`src/rtl/ifu_fetch_ctrl.sv`:
```
// Instruction-fetch sequencer: one outstanding ifetch, mini-decoder hookup, static next-PC prediction,
// IR-stage handoff and EXU flush redirect with drop of an in-flight response.
module ifu_fetch_ctrl #(
  parameter int              PC_W     = 32,
  parameter logic [PC_W-1:0] RESET_PC = 32'h8000_0000
) (
  input  logic            clk,
  input  logic            rst_n,
  output logic            ifu_req_valid,
  input  logic            ifu_req_ready,
  output logic [PC_W-1:0] ifu_req_pc,
  input  logic            ifu_rsp_valid,
  output logic            ifu_rsp_ready,
  input  logic [31:0]     ifu_rsp_instr,
  output logic [31:0]     mdec_instr,
  input  logic            mdec_jal,
  input  logic            mdec_jalr,
  input  logic            mdec_bxx,
  input  logic [4:0]      mdec_jalr_rs1idx,
  input  logic [31:0]     mdec_bjp_imm,
  input  logic [31:0]     jalr_rs1_val,
  input  logic            jalr_rs1_rdy,
  output logic            jalr_rs1_req,
  output logic            ir_valid,
  input  logic            ir_ready,
  output logic [31:0]     ir_instr,
  output logic [PC_W-1:0] ir_pc,
  output logic            ir_prdt_taken,
  input  logic            flush_req,
  input  logic [PC_W-1:0] flush_pc,
  output logic            flush_ack,
  output logic [2:0]      o_dbg_state,
  output logic            o_dbg_discard
);

  // Handshakes: a transfer happens on a rising edge where valid and ready are both high; valid is never
  // withdrawn and its payload never changes until that transfer, except when a flush cancels it.
  typedef enum logic [2:0] {
    S_REQ   = 3'd0,
    S_WAIT  = 3'd1,
    S_DEC   = 3'd2,
    S_JWAIT = 3'd3,
    S_OUT   = 3'd4,
    S_DROP  = 3'd5
  } state_t;

  state_t          r_state;
  state_t          w_next_state;
  logic [PC_W-1:0] r_pc;
  logic [PC_W-1:0] r_ir_pc;
  logic [PC_W-1:0] r_next_pc;
  logic [31:0]     r_instr;
  logic            r_prdt_taken;
  logic            r_discard;

  logic            w_ir_fire;
  logic            w_rsp_take;
  logic            w_jalr_dep;
  logic            w_pred_latch;
  logic            w_bxx_taken;
  logic            w_taken;
  logic [PC_W-1:0] w_imm;
  logic [PC_W-1:0] w_rs1;
  logic [PC_W-1:0] w_jalr_sum;
  logic [PC_W-1:0] w_pred_pc;

  assign w_ir_fire    = (r_state == S_OUT) && ir_ready && !flush_req;
  assign w_rsp_take   = (r_state == S_WAIT) && ifu_rsp_valid && !flush_req;
  assign w_jalr_dep   = mdec_jalr && (mdec_jalr_rs1idx != 5'd0);
  assign w_pred_latch = !flush_req &&
                        (((r_state == S_DEC) && !w_jalr_dep) ||
                         ((r_state == S_JWAIT) && jalr_rs1_rdy));

  // Static prediction: jumps always taken, conditional branches taken only when backward.
  assign w_imm       = PC_W'($signed(mdec_bjp_imm));
  assign w_rs1       = (mdec_jalr_rs1idx == 5'd0) ? '0 : PC_W'(jalr_rs1_val);
  assign w_jalr_sum  = w_rs1 + w_imm;
  assign w_bxx_taken = mdec_bxx && mdec_bjp_imm[31];
  assign w_taken     = mdec_jal || w_bxx_taken || mdec_jalr;

  always_comb begin
    w_pred_pc = r_ir_pc + PC_W'(4);
    if (mdec_jal || w_bxx_taken) begin
      w_pred_pc = r_ir_pc + w_imm;
    end else if (mdec_jalr) begin
      w_pred_pc = {w_jalr_sum[PC_W-1:1], 1'b0};
    end
  end

  always_ff @(posedge clk or negedge rst_n) begin
    if (!rst_n) begin
      r_state <= S_REQ;
    end else begin
      r_state <= w_next_state;
    end
  end

  always_comb begin
    w_next_state = r_state;
    if (flush_req) begin
      // A fetch still owed by the bus must be dropped; one arriving in the flush cycle itself is already gone.
      case (r_state)
        S_REQ:   w_next_state = ifu_req_ready ? S_DROP : S_REQ;
        S_WAIT:  w_next_state = ifu_rsp_valid ? S_REQ : S_DROP;
        S_DROP:  w_next_state = ifu_rsp_valid ? S_REQ : S_DROP;
        default: w_next_state = S_REQ;
      endcase
    end else begin
      case (r_state)
        S_REQ:   if (ifu_req_ready) w_next_state = S_WAIT;
        S_WAIT:  if (ifu_rsp_valid) w_next_state = S_DEC;
        S_DEC:   w_next_state = w_jalr_dep ? S_JWAIT : S_OUT;
        S_JWAIT: if (jalr_rs1_rdy) w_next_state = S_OUT;
        S_OUT:   if (ir_ready) w_next_state = S_REQ;
        S_DROP:  if (ifu_rsp_valid) w_next_state = S_REQ;
        default: w_next_state = S_REQ;
      endcase
    end
  end

  always_comb begin
    ifu_req_valid = rst_n && (r_state == S_REQ);
    ifu_req_pc    = r_pc;
    ifu_rsp_ready = (r_state == S_WAIT) || (r_state == S_DROP);
    jalr_rs1_req  = (r_state == S_JWAIT);
    ir_valid      = (r_state == S_OUT) && !flush_req;
    flush_ack     = rst_n && flush_req;
    mdec_instr    = r_instr;
    ir_instr      = r_instr;
    ir_pc         = r_ir_pc;
    ir_prdt_taken = r_prdt_taken;
    o_dbg_state   = r_state;
    o_dbg_discard = r_discard;
  end

  always_ff @(posedge clk or negedge rst_n) begin
    if (!rst_n) begin
      r_pc         <= RESET_PC;
      r_ir_pc      <= '0;
      r_next_pc    <= '0;
      r_instr      <= '0;
      r_prdt_taken <= 1'b0;
      r_discard    <= 1'b0;
    end else begin
      r_discard <= (w_next_state == S_DROP);
      if (flush_req) begin
        r_pc <= flush_pc;
      end else if (w_ir_fire) begin
        r_pc <= r_next_pc;
      end
      if (w_rsp_take) begin
        r_instr <= ifu_rsp_instr;
        r_ir_pc <= r_pc;
      end
      if (w_pred_latch) begin
        r_next_pc    <= w_pred_pc;
        r_prdt_taken <= w_taken;
      end
    end
  end

endmodule

```
`config.mk`:
```
export PLATFORM = sky130hd
export DESIGN_NAME = ifu_fetch_ctrl
export DESIGN_NICKNAME = d
export VERILOG_FILES = /design/src/rtl/ifu_fetch_ctrl.sv
export SDC_FILE = /design/constraint.sdc
export NUM_CORES = 1
export LEC_CHECK = 0
export CORE_MARGIN = 4
export CORE_UTILIZATION = 40
export CTS_CLUSTER_SIZE = 14
export DETAILED_ROUTE_END_ITERATION = 12
export PLACE_DENSITY = 0.71
export SKIP_LAST_GASP = 1
export SLEW_MARGIN = 10
export SYNTH_ARGS = -nofsm -noshare
export SYNTH_HDL_FRONTEND = slang
export SYNTH_SLANG_ARGS = --single-unit
```
`constraint.sdc`:
```
create_clock -name clk -period 2.8 [get_ports clk]
set_clock_uncertainty 0.1 [all_clocks]
set_input_delay 0.56 -clock clk [delete_from_list [all_inputs] [get_ports clk]]
set_output_delay 0.56 -clock clk [all_outputs]
set_load 0.05 [all_outputs]
```
==> summary.md, run 1 <==
| Metric | Value |
|---|---|
| Max Root-Sink Buffers | 2 |
| Antenna Cells | 0 |
| Levels on crit path | 15 |
| Worst Max-Slew Pin Slew | 683 ps |
| P_int | 0.00847 W |
| Total GRT Usage | 26.5% |
| Hold path startpoint | r_next_pc[0] |
| CTS Buf Count | 17 |
| H-tree level count | 4 |
| Fin. Hold Viols | 0 |
| Die height | 167 um |
| Clk slew on worst S/H paths | 70 ps |
| Max Fclk | 276 MHz |
| Top-Level Pins | 281 |
| Crit Path Max Fanout | 8 |
| Synth Instances | 1,131 |
| Grt met3 use | 6.02% |
| Peak VDD IR | 1050 uV |
| CTS tree | built |
| Delay-heaviest family, CP | compound AO/OA/AOI/OAI gates |
| Critical path launch point | mdec_jalr_rs1idx[4] |
| Switching Share | 48.4% |
| Post-DP HPWL | 29,600 um |
| Grt total ovfl | 0 |
| Failing checks | negative setup slack |
| Layout Cells excl Fill | 1,979 |
| Slowest cell on crit path | or4_4 |
| RSZ-0062 raised after global routing | yes |
| WP buf/inv | 2 |
| Synth Cell Area | 0.0101 sq mm |
| Crit-path cells | buf_6, or4_4, nor2_4, buf_12, nor2b_1, ha_1, o211ai_1, o211a_1, o21ai_4, a31oi_4, o41a_1, o21ai_2, nor3b_2, o32a_1, o221ai_2 |
| Routed wire length per instance | 19.3 um |
| R2R Path Start | ir_pc[4] |
| Multi-input gate area | 0.00674 sq mm |
| Vias in the first global route | 11,000 |
| Final worst slack | -819 ps |
| Met1 usage | 31.3% |
| Initial Util | 41.1% |
| Met2 usage | 45.9% |
| Slew HR | 54.5% |
| Via Count | 10,800 |
| Sequential Area | 0.00333 sq mm |
| Clk sinks | 133 |
| Worst skew pair latency | 430 ps |
| Synth Flop Type | dfrtp_1 |
| Asr flop ratio synth | 100% |
| Routed vias/inst | 5.44 |
| Logic gate share of total power | 66.5% |
| DR iter-0 viols | 629 |
| #FFs+latches synth | 133 |
| P_leak | 7.21 nW |
| Post-layout util | 65.8% |
| Mapped Nets | 1,338 |
| Site row count | 57 |
| Critical path endpoint | r_next_pc[30] |
| Worst reg2reg path depth | 11 |
| Endpoints failing setup | 28 |
| Crit path arrival time | 3870 ps |
| Number of port buffers | 280 |
| Syn avg cell area | 8.93 sq um |
| Worst r2r dst | r_next_pc[29] |
| Power share of the clock group | 13.1% |
| Slowest stage delay, CP | 540 ps |
| Placed cells | 1,922 |
| Worst EP required | 3050 ps |
| Minimum clock period | 3620 ps |
| Final ANT Viol Nets | 0 |
| Flop pwr share | 20.4% |
| GRT busiest layer | met2 |
| CP Class | in2reg |
| Max-Cap Viols | 0 |
| Synth cell types | 72 |
| Layout cells sized above 1 | 28.7% |
| Worst setup SP type | primary input |
| Final WL | 38,300 um |
| DR DRC count | 0 |
| Die area | 0.0279 sq mm |
| Initial DRT Pass Iterations | 7 |
| Die width | 167 um |
| Sw power | 0.00795 W |
| Initial antenna violation count | 0 |
| Final Max Tran Viols | 0 |
| R2r setup slk | -280 ps |
| Post-synthesis sequential area ratio | 33.0% |
| Placer congestion estimate | 0.969 |
| Number of flops mapped to enable cells by yosys | 0 |
| Run status | complete, but fails checks |
| Worst hold path class | reg2reg |
| PD cells | 1010 mW/mm^2 |
| Fin crit share | 129% |
| First-pass GRT wire length | 59,100 um |
| Endpoint type of the worst setup path | flip-flop |
| Pin count of the biggest net entering global routing | 128 |
| Core Area | 0.0246 sq mm |
| Clock root buffer | clkbuf_16 |
| Final Net Count | 1,849 |
| Area Overhead vs Synth | 60.3% |
| Yosys Warn Count | 0 |
| Fill cell count | 2,047 |
==> sequential cells by signal (all words and copies together), names as in the netlist <==
name and flops:
ifu_req_pc 32, ir_instr 32, ir_pc 32, r_next_pc 32
o_dbg_state 3, ir_prdt_taken 1, o_dbg_discard 1
==> worst reg2reg max path, stage by stage, from the launching register on <==
cell,delay [ps]
dfrtp_1,400
ha_1,340
nand3_1,100
nor2_1,250
nor4b_1,110
buf_4,150
o21ai_1,280
a31oi_1,170
a211o_1,320
o21ai_0,200
mux2_2,360
a211oi_1,220
==> layer usage <==
metal  vias up  part of all wire, %
met5         -                    0
met1      5072                   39
li1       5129                    -
met4         0                  5.2
met3        98                  6.8
met2       459                   49
==> Yosys cell counts, drive strengths merged, types with 5 or more instances <==
| master | number | share of area, % |
|---|---|---|
| dfrtp | 132 | 33 |
| nand2 | 105 | 3.9 |
| o21ai | 99 | 5.0 |
| nor2 | 79 | 3.0 |
| a21oi | 72 | 3.6 |
| mux2 | 65 | 7.2 |
| ha | 62 | 7.7 |
| clkbuf | 46 | 1.7 |
| xnor2 | 43 | 3.7 |
| mux2i | 38 | 3.8 |
| nor2b | 37 | 2.3 |
| buf | 36 | 2.6 |
| a21o | 33 | 2.5 |
| xor2 | 28 | 2.4 |
| inv | 21 | 0.78 |
| nand3 | 21 | 1.0 |
| a211oi | 18 | 1.3 |
| and3 | 18 | 1.1 |
| nand4 | 18 | 1.1 |
| a31oi | 15 | 0.93 |
| nor3 | 13 | 0.64 |
| o211ai | 11 | 0.82 |
| o21a | 9 | 0.67 |
| o21bai | 9 | 0.67 |
| and4 | 8 | 0.69 |
| a221oi | 6 | 0.58 |
| and2 | 6 | 0.37 |
| nand2b | 5 | 0.31 |
| nor3b | 5 | 0.37 |
| o22ai | 5 | 0.31 |
| o31ai | 5 | 0.37 |
==> how the worst min path moves through the flow <==
| stage | endpoint | slack (ps) | cells past startpoint |
|---|---|---|---|
| after floorplan | ifu_req_pc[0] | 160 | 0 |
| after global placement | ir_instr[0] | 270 | 1 |
| after detailed placement | ir_instr[0] | 270 | 1 |
| after CTS | r_next_pc[0] | 400 | 2 |
| after global routing | o_dbg_state[1] | 420 | 3 |
| final | r_next_pc[0] | 390 | 2 |
==> cells in the final DEF, fill, tap and decap left out, types with 9 or more instances in the layout <==
cell,n
a211oi_1,12
a21o_1,33
a21oi_1,61
a21oi_2,9
a31oi_1,12
and3_1,16
buf_4,282
buf_6,11
clkbuf_16,17
clkdlybuf4s50_1,269
dfrtp_1,132
ha_1,58
inv_1,21
mux2_2,65
mux2i_1,38
nand2_1,104
nand3_1,20
nand4_1,18
nor2_1,76
nor2b_1,32
nor3_1,12
o211ai_1,11
o21a_1,9
o21ai_0,73
o21ai_1,20
o21bai_1,9
xnor2_1,35
xor2_1,26
==> logic make-up after synthesis <==
kind of cell / count (synthesis) / share of synthesized area [%]
multiplexers: 103 / 11.0
flip-flops: 133 / 33.0
buffers and inverters: 103 / 5.04
adder cells (fa/ha/maj): 64 / 8.08
AO/OA/AOI/OAI: 322 / 20.4
XOR/XNOR: 71 / 6.16
AND/OR/NAND/NOR: 335 / 16.4
==> repair_timing <==
item,in CTS,in global routing
pin swaps,66,46
resized for setup,53,37
cloned,1,0
setup buffers,16,10
endpoints found under the hold margin,6,0
hold buffers,1,0
endpoints found under the setup margin,33,30
==> power groups by stage <==
stage,combinational (W),clock (W),sequential (W)
after global routing,0.0116,0.00229,0.00345
after global placement,0.0105,0,0.00336
after floorplan,0.00462,0,0.00523
final,0.0109,0.00214,0.00336
after CTS,0.0108,0.00218,0.00336
after detailed placement,0.0106,0,0.00338
==> area by class of cell <==
type                       instances  share of cell area, %
clock inverter                    15                  0.850
tap                              324                   2.50
inverter                          21                  0.487
sequential                       133                   20.6
timing repair buffer             574                   31.4
multi-input combinational        895                   41.6
clock buffer                      17                   2.63
==> through the flow <==
stage	setup TNS [ps]	cell area, sq um	power [W]	hold WS, ps	worst slack [ps]
5_1_grt	-20620	16200	0.0173	424	-927
2_1_floorplan	-17950	10200	0.00985	164	-962
3_5_place_dp	-40770	15000	0.0140	273	-1640
6_report	-17180	16200	0.0164	393	-819
4_1_cts	-15780	16000	0.0164	395	-830
3_3_place_gp	-39340	15000	0.0139	271	-1570
(Power assumes the default switching activity.)
==> run 2: changes to the inputs <==
CAP_MARGIN = 20   (was not set)
==> results of run 2 <==
The final DEF is identical to that of run 1; final timing and power are the same.
